[src/rtl/ex_mdu.sv]
// EX stage: single-cycle logic/shift results plus a 32-step restoring divider writing HI/LO.
// Latency: logic/shift 0 cycles; divide 33 stall cycles then a one-cycle DONE write (div-by-zero: 1 + 1).
module ex_mdu (
   input  logic        clk,
   input  logic        rst,
   input  logic [7:0]  aluop_i,
   input  logic [2:0]  alusel_i,
   input  logic [31:0] reg1_i,
   input  logic [31:0] reg2_i,
   input  logic [4:0]  wd_i,
   input  logic        wreg_i,
   input  logic        annul_i,
   output logic [4:0]  wd_o,
   output logic        wreg_o,
   output logic [31:0] wdata_o,
   output logic        whilo_o,
   output logic [31:0] hi_o,
   output logic [31:0] lo_o,
   output logic        stallreq_o
);
   localparam int DIV_STEPS = 32;

   localparam logic [2:0] EXE_RES_LOGIC = 3'b001;
   localparam logic [2:0] EXE_RES_SHIFT = 3'b010;

   localparam logic [7:0] EXE_AND_OP  = 8'b0010_0100;
   localparam logic [7:0] EXE_OR_OP   = 8'b0010_0101;
   localparam logic [7:0] EXE_XOR_OP  = 8'b0010_0110;
   localparam logic [7:0] EXE_NOR_OP  = 8'b0010_0111;
   localparam logic [7:0] EXE_SLL_OP  = 8'b0111_1100;
   localparam logic [7:0] EXE_SRL_OP  = 8'b0000_0010;
   localparam logic [7:0] EXE_SRA_OP  = 8'b0000_0011;
   localparam logic [7:0] EXE_DIV_OP  = 8'b0001_1010;
   localparam logic [7:0] EXE_DIVU_OP = 8'b0001_1011;

   typedef enum logic [1:0] {IDLE, BUSY, DONE} state_t;

   state_t      state, state_nxt;
   logic [31:0] quot, rem, dvsr;
   logic [4:0]  cnt;
   logic        neg_q, neg_r;
   logic        is_div, is_signed, start, stall, whilo;
   logic [32:0] rem_sh, trial;
   logic [31:0] abs_a, abs_b, logic_res, shift_res;

   assign is_div    = (aluop_i == EXE_DIV_OP) || (aluop_i == EXE_DIVU_OP);
   assign is_signed = (aluop_i == EXE_DIV_OP);
   assign abs_a     = (is_signed && reg1_i[31]) ? (~reg1_i + 32'd1) : reg1_i;
   assign abs_b     = (is_signed && reg2_i[31]) ? (~reg2_i + 32'd1) : reg2_i;
   assign start     = (state == IDLE) && is_div && !annul_i;

   // One restoring step: bring in the next dividend bit, try subtracting the divisor.
   assign rem_sh = {rem, quot[31]};
   assign trial  = rem_sh - {1'b0, dvsr};

   always_ff @(posedge clk or posedge rst) begin
      if (rst) state <= IDLE;
      else     state <= state_nxt;
   end

   always_comb begin
      state_nxt = state;
      stall     = 1'b0;
      whilo     = 1'b0;
      case (state)
         IDLE: begin
            if (start) begin
               stall     = 1'b1;
               state_nxt = (reg2_i == 32'd0) ? DONE : BUSY;
            end
         end
         BUSY: begin
            if (annul_i) begin
               state_nxt = IDLE;
            end else begin
               stall = 1'b1;
               if (cnt == 5'(DIV_STEPS - 1)) state_nxt = DONE;
            end
         end
         DONE: begin
            state_nxt = IDLE;
            whilo     = !annul_i;
         end
         default: state_nxt = IDLE;
      endcase
   end

   always_ff @(posedge clk or posedge rst) begin
      if (rst) begin
         quot  <= '0;
         rem   <= '0;
         dvsr  <= '0;
         cnt   <= '0;
         neg_q <= 1'b0;
         neg_r <= 1'b0;
      end else if (start) begin
         // A zero divisor leaves quotient/remainder at 0 and skips the fixup.
         quot  <= (reg2_i == 32'd0) ? 32'd0 : abs_a;
         rem   <= '0;
         dvsr  <= abs_b;
         cnt   <= '0;
         neg_q <= (reg2_i != 32'd0) && is_signed && (reg1_i[31] ^ reg2_i[31]);
         neg_r <= (reg2_i != 32'd0) && is_signed && reg1_i[31];
      end else if (state == BUSY) begin
         quot <= {quot[30:0], ~trial[32]};
         rem  <= trial[32] ? rem_sh[31:0] : trial[31:0];
         cnt  <= cnt + 5'd1;
      end
   end

   always_comb begin
      logic_res = '0;
      case (aluop_i)
         EXE_OR_OP:  logic_res = reg1_i | reg2_i;
         EXE_AND_OP: logic_res = reg1_i & reg2_i;
         EXE_XOR_OP: logic_res = reg1_i ^ reg2_i;
         EXE_NOR_OP: logic_res = ~(reg1_i | reg2_i);
         default:    logic_res = '0;
      endcase
   end

   always_comb begin
      shift_res = '0;
      case (aluop_i)
         EXE_SLL_OP: shift_res = reg2_i << reg1_i[4:0];
         EXE_SRL_OP: shift_res = reg2_i >> reg1_i[4:0];
         EXE_SRA_OP: shift_res = $signed(reg2_i) >>> reg1_i[4:0];
         default:    shift_res = '0;
      endcase
   end

   always_comb begin
      wd_o       = rst ? 5'd0 : wd_i;
      wreg_o     = rst ? 1'b0 : wreg_i;
      wdata_o    = '0;
      if (!rst) begin
         case (alusel_i)
            EXE_RES_LOGIC: wdata_o = logic_res;
            EXE_RES_SHIFT: wdata_o = shift_res;
            default:       wdata_o = '0;
         endcase
      end
      stallreq_o = stall && !rst;
      whilo_o    = whilo && !rst;
      lo_o       = whilo_o ? (neg_q ? (~quot + 32'd1) : quot) : 32'd0;
      hi_o       = whilo_o ? (neg_r ? (~rem + 32'd1) : rem) : 32'd0;
   end
endmodule

[config.mk]
export PLATFORM = sky130hd
export DESIGN_NAME = ex_mdu
export DESIGN_NICKNAME = d
export VERILOG_FILES = /design/src/rtl/ex_mdu.sv
export SDC_FILE = /design/constraint.sdc
export NUM_CORES = 1
export LEC_CHECK = 0
export BUFFER_PORTS_ARGS = -buffer_cell sky130_fd_sc_hd__buf_2
export CORE_UTILIZATION = 45
export CTS_CLUSTER_SIZE = 30
export DETAILED_ROUTE_END_ITERATION = 12
export PLACE_DENSITY = 0.65
export SYNTH_ARGS = -nofsm -noshare
export SYNTH_HDL_FRONTEND = slang
export SYNTH_SLANG_ARGS = --single-unit
export TNS_END_PERCENT = 50
[constraint.sdc]
create_clock -name clk -period 5.93 [get_ports clk]
set_input_delay 1.186 -clock clk [delete_from_list [all_inputs] [get_ports clk]]
set_output_delay 1.186 -clock clk [all_outputs]
set_load 0.02 [all_outputs]
# [Word-level counts from Yosys, hierarchy flattened]
# Index checks and enable logic that the tools add are counted.
[totals] reg_bits=105 out_inout_bits=104 word_cells=88 latch_bits=0 mem_bits_ro=0 n_memories=0 ramBits=0 in_bits=84
[op_classes] reduce_logical=17 magnitude_cmp=0 div=0 multipliers=0 n_bitwise=10 shifts=3 muxes=29 addsub=6 eq_ne=16
[ops] cell="32-bit two-way mux" n=13
[ops] cell="32-bit inverter" n=5
[ops] cell="32-bit by 1-bit adder with 32-bit output (second input constant)" n=4
[ops] cell="32-bit one-hot mux with 4 select lines" n=1
[ops] cell="32-bit one-hot mux with 3 select lines" n=1
[ops] cell="32-bit one-hot mux with 2 select lines" n=1
[ops] cell="33-bit by 32-bit subtractor with 33-bit output" n=1
[ops] cell="32-bit bitwise AND" n=1
[ops] cell="8-bit by 6-bit equality test with 1-bit output (second input constant)" n=4
[ops] cell="32-bit logical NOT" n=1
[ops] cell="32-bit bitwise OR" n=1
[ops] cell="32-bit nonzero test" n=1
[ops] cell="32-bit by 5-bit left shift with 32-bit output" n=1
[ops] cell="32-bit by 5-bit >> shifter with 32-bit output" n=1
[ops] cell="32-bit by 5-bit >>> shifter with 32-bit output" n=1
[ops] cell="32-bit XOR" n=1
[ops] cell="8-bit by 2-bit equality test with 1-bit output (second input constant)" n=2
[ops] cell="8-bit by 5-bit equality test with 1-bit output (second input constant)" n=2
[ops] cell="5-bit two-way mux" n=3
[ops] cell="1-bit logical AND" n=9
[ops] cell="8-bit by 7-bit equality test with 1-bit output (second input constant)" n=1
[ops] cell="2-bit two-way mux" n=4
[ops] cell="5-bit by 1-bit adder with 5-bit output (second input constant)" n=1
[ops] cell="5-bit equality test (second input constant)" n=1
[ops] cell="16 further kinds" n=20

# [Logic depth before layout (Yosys ltp)]
[depth] ltp_word=7 mapped_depth=12 depth_no_buf=11

# [Worst setup path after synthesis]
# Ideal clock, no wire load.
[synth_path] path_kind="input -> output" start="in rst" end="out wdata_o[30]" path_buffers=1 cell_stages=4 arrival_time_ps=4621 required_ps=4744 setup_slack_ps=123 cell_sequence="inv_1 > nand2_1 > clkbuf_1 > o22ai_1"
[synth_between] elab_chain_cells=1
[synth_rtl] element="start, declared" line_no="5" source="input logic rst,"
[synth_rtl] element="32-bit two-way mux" line_no="136" source="if (!rst) begin"
[synth_rtl] element="end, declared" line_no="15" source="output logic [31:0] wdata_o,"
# Every way passes these cells.

# [Final worst setup path]
[layout_path] start="in reg1_i[0]" end="out wdata_o[20]"
[layout_between] elab_chain_cells=4 word_cells_on_any_way=6 cone_classes="3 x shift; 3 x mux"
[layout_rtl] element="start, declared" line_no="8" source="input logic [31:0] reg1_i,"
[layout_rtl] element="32-bit by 5-bit >>> shifter with 32-bit output (tied with other cells)" line_no="127" source="EXE_SRA_OP: shift_res = $signed(reg2_i) >>> reg1_i[4:0];"
[layout_rtl] element="32-bit one-hot mux with 3 select lines *" line_no="124" source="case (aluop_i)"
[layout_rtl] element="32-bit one-hot mux with 2 select lines *" line_no="137" source="case (alusel_i)"
[layout_rtl] element="32-bit two-way mux *" line_no="136"
# Mark *: on every way between the ends. The rest lies on a longest branch, timed or not.

==> reports/metrics.yaml <==
floorplan:
  pin_count: 188
  rows: 66
  dieArea_um2: 34200
  start_util: 0.460
  fp.coreArea_um2: 32700
  die_y_um: 185
  dieWidth_um: 185
critical_path:
  rr_endpoint: "quot[0]$_DFFE_PP0P_"
  cp-endpoint: "wdata_o[20]"
  critical-path-top-delay-family: "buffers and inverters"
  path_cells: "buf_4, buf_4, mux4_2, mux4_2, nand2_1, a221oi_1, a21oi_1, nor2_1, buf_2"
  crit_path_end_kind: "output port"
  cp.arrival_ns: 3.97
  cp.depth: 9
  worst-setup-path-type: "in2out"
  critPathLaunchType: "primary input"
  cp_num_buf_inv: 3
  crit_fanout: 48
  cpPeakStageDelay_ns: 0.61
  required_ns: 4.74
  timing.critical_path.from: "reg1_i[0]"
  r2r-start: "quot[31]$_DFFE_PP0P_"
  reg2reg_depth: 12
  rrSetupSlack_ns: 2.05
  cp_slowest_cell: "buf_4"
synthesis:
  synth_mux_area_frac: 0.147
  ys_types: 86
  synth_top_family_by_area: "compound AO/OA/AOI/OAI gates"
  ys_seq_area_frac: 0.175
  synth_edf_count: 0
  synth-seq-cells: 105
  postSynthCellCount: 2008
  synth_compound_area_frac: 0.217
  synth-simple-area-share: 0.202
  synth_fa_ha_area_frac: 0.0870
  syn_area_um2: 15000
  synthesis.nets: 2196
  synth_flop_cell: "dfrtp_1"
  synth-xor-area-share: 0.101
  synth_warnings: 0
  ys_async_sr_fraction: 1.00
  synth.avg_cell_area_um2: 7.49
sta:
  skew_ns: 0.0232
  maxSlewHeadroom: 0.273
  hold_violations: 0
  setup_tns_ns: 0
  report.final.slew_viol_count: 0
  grt_setup_unrepaired: "false"
  holdWs_ns: 0.489
  period_minus_slack_ns: 5.15
  fmax_ghz: 0.194
  finalSetupViolCount: 0
  worst_pin_slew_ns: 1.08
  post-route-period-util: 0.869
clock_network:
  post_cts_buffers: 0
  clock_latency_ns: 0.37
  path_clk_slew_ns: 0.07
  cts_hold_buf: 0
  cts-htree-levels: 3
  cts_tree: "built"
  cts.sinks: 105
  cts_buffers: 9
  cts_root_buf: "clkbuf_16"
  cts_buffer_depth: 2
  postCtsResizedCells: 0
drt:
  num_vias: 15700
  drtIter0Drc: 1436
  drt_pre_antenna_iters: 5
  antenna_left: 0
  drc: 0
  drt-wirelength-per-cell_um: 21.8
  via_per_inst: 6.18
  wirelength_mm: 55.2
placed_design:
  place_congestion: 1.02
  dp_hpwl_mm: 42.5
  dp_cells: 2519
  port_buffers: 187
power:
  p_sw_mw: 1.87
  p_sw_frac: 0.477
  power_density_nw_per_um2: 236
  ir_drop_v: 0.000151
  pwr-share-clk: 0.166
  power_frac_seq: 0.298
  internal_power_mw: 2.05
  power.leakage_nw: 7.06
  power_frac_comb: 0.535
global_route:
  grt-busiest-layer: "met2"
  antenna_found_initial: 0
  use_met2: 0.511
  grt_max_degree: 76
  track_usage: 0.322
  use_met1: 0.417
  grt_pass1_wl_mm: 84.5
  grt.overflow.total: 0
  grt_pass1_vias: 14500
  grt_util_met3: 0.0368
finish:
  fin_util: 0.508
  most-common-layout-cells: "nor2_1 (263), nand2_1 (195), buf_2 (185)"
  nets: 2276
  drive_gt1_frac: 0.163
  n_antenna_cell: 0
  num-fill-cells: 3311
  fin_cells: 2535
  layout_commonest_cell: "nor2_1"
  area_growth_pct: 10.4
job:
  maxCapViolCount: 0
run_status:
  outcome: "complete, no violations"
worst_hold_path:
  hold_path_class: "reg2reg"
worst min-delay path: stages (launching register included):
cell     delay, ns
dfrtp_1       0.35
nand2_1       0.05
o21ai_0       0.06
flip-flops by register name, summed over array words and instances (netlist names):
name	count
state	2
quot	32
cnt	5
neg_r	1
rem	32
neg_q	1
dvsr	32
layer usage:
metal,share of wire,up-vias,wire (um)
met2,0.45,779,24900
met4,0.067,0,3720
li1,-,7324,-
met1,0.41,7404,22600
met5,0,-,0
met3,0.072,164,3960
synth_stat cells, types with 6 or more instances:
library cell    n  area share
mux2i_1        83       0.055
a32oi_1        13      0.0076
buf_1          17      0.0042
inv_1         113       0.028
xnor2_1       102       0.059
a31oi_1        16      0.0067
a211oi_1       12      0.0060
nor2_1        264       0.066
nand3_1        47       0.016
a21oi_1       140       0.047
ha_1          103       0.086
o211ai_1       11      0.0055
nand2b_1        6      0.0025
clkbuf_1      125       0.031
mux4_2         58       0.087
nor2b_1        10      0.0042
or3_1          17      0.0071
and3_1         17      0.0071
or4_1          15      0.0075
buf_2          12      0.0040
nor3_1         28      0.0093
nand2_1       195       0.049
dfrtp_1       105        0.17
o22ai_1        21      0.0087
o21ai_1        69       0.023
o41ai_1        14      0.0081
mux2_2          6      0.0045
o21a_1          6      0.0030
a22oi_1        11      0.0055
xor2_1         71       0.041
nor4_1         15      0.0062
o21ai_0       132       0.044
a221oi_1        8      0.0047
and2_1          6      0.0025
o31ai_1        23       0.011
nand4_1        17      0.0071
through the flow:
| step | cell area, um2 | setup WS [ns] | total power, mW |
|---|---|---|---|
| final | 16600 | 0.777 | 3.92 |
| after global routing | 16600 | 0.589 | 4.22 |
| after CTS | 16600 | 0.796 | 3.90 |
| after detailed placement | 16300 | 0.805 | 3.25 |
| after global placement | 16300 | 0.801 | 3.22 |
| after floorplan | 15000 | 0.123 | 2.67 |
worst min-delay path by stage:
stage	end	start	slack [ns]	cells past startpoint
after floorplan	dvsr[10]$_DFFE_PP0N_	dvsr[10]$_DFFE_PP0N_	0.45	2
after global placement	dvsr[9]$_DFFE_PP0N_	dvsr[9]$_DFFE_PP0N_	0.46	2
after detailed placement	dvsr[9]$_DFFE_PP0N_	dvsr[9]$_DFFE_PP0N_	0.47	2
after CTS	dvsr[11]$_DFFE_PP0N_	dvsr[11]$_DFFE_PP0N_	0.49	2
after global routing	dvsr[14]$_DFFE_PP0N_	dvsr[14]$_DFFE_PP0N_	0.51	2
final	dvsr[20]$_DFFE_PP0N_	dvsr[20]$_DFFE_PP0N_	0.49	2
power groups by stage:
stage / Clock [mW] / Sequential, mW / Combinational [mW]
2_1_floorplan: 0 / 1.09 / 1.58
3_3_place_gp: 0 / 1.17 / 2.04
3_5_place_dp: 0 / 1.18 / 2.07
4_1_cts: 0.659 / 1.16 / 2.08
5_1_grt: 0.685 / 1.21 / 2.33
6_report: 0.651 / 1.17 / 2.10
cell families (layout without fill, tap and decap cells):
logic type                 after synthesis  after routing
xor gates and xnor gates               173            173
adders and majority gates              104            104
and+or+nand+nor                        665            665
AOI/OAI and AO/OA                      535            535
muxes                                  148            148
buffers and inverters                  278            363
DFF                                    105            105
area by class of cell:
| type | count | area (um2) | area share |
|---|---|---|---|
| clock inverters | 7 | 96.3 | 0.00580 |
| multi-input cells | 1625 | 11400 | 0.686 |
| repair buffers | 227 | 1270 | 0.0763 |
| well taps | 442 | 553 | 0.0333 |
| clock buffers | 9 | 225 | 0.0136 |
| inverters | 120 | 453 | 0.0273 |
| flip-flops and latches | 105 | 2630 | 0.158 |
Note: power is estimated with default switching activity, not from simulation.
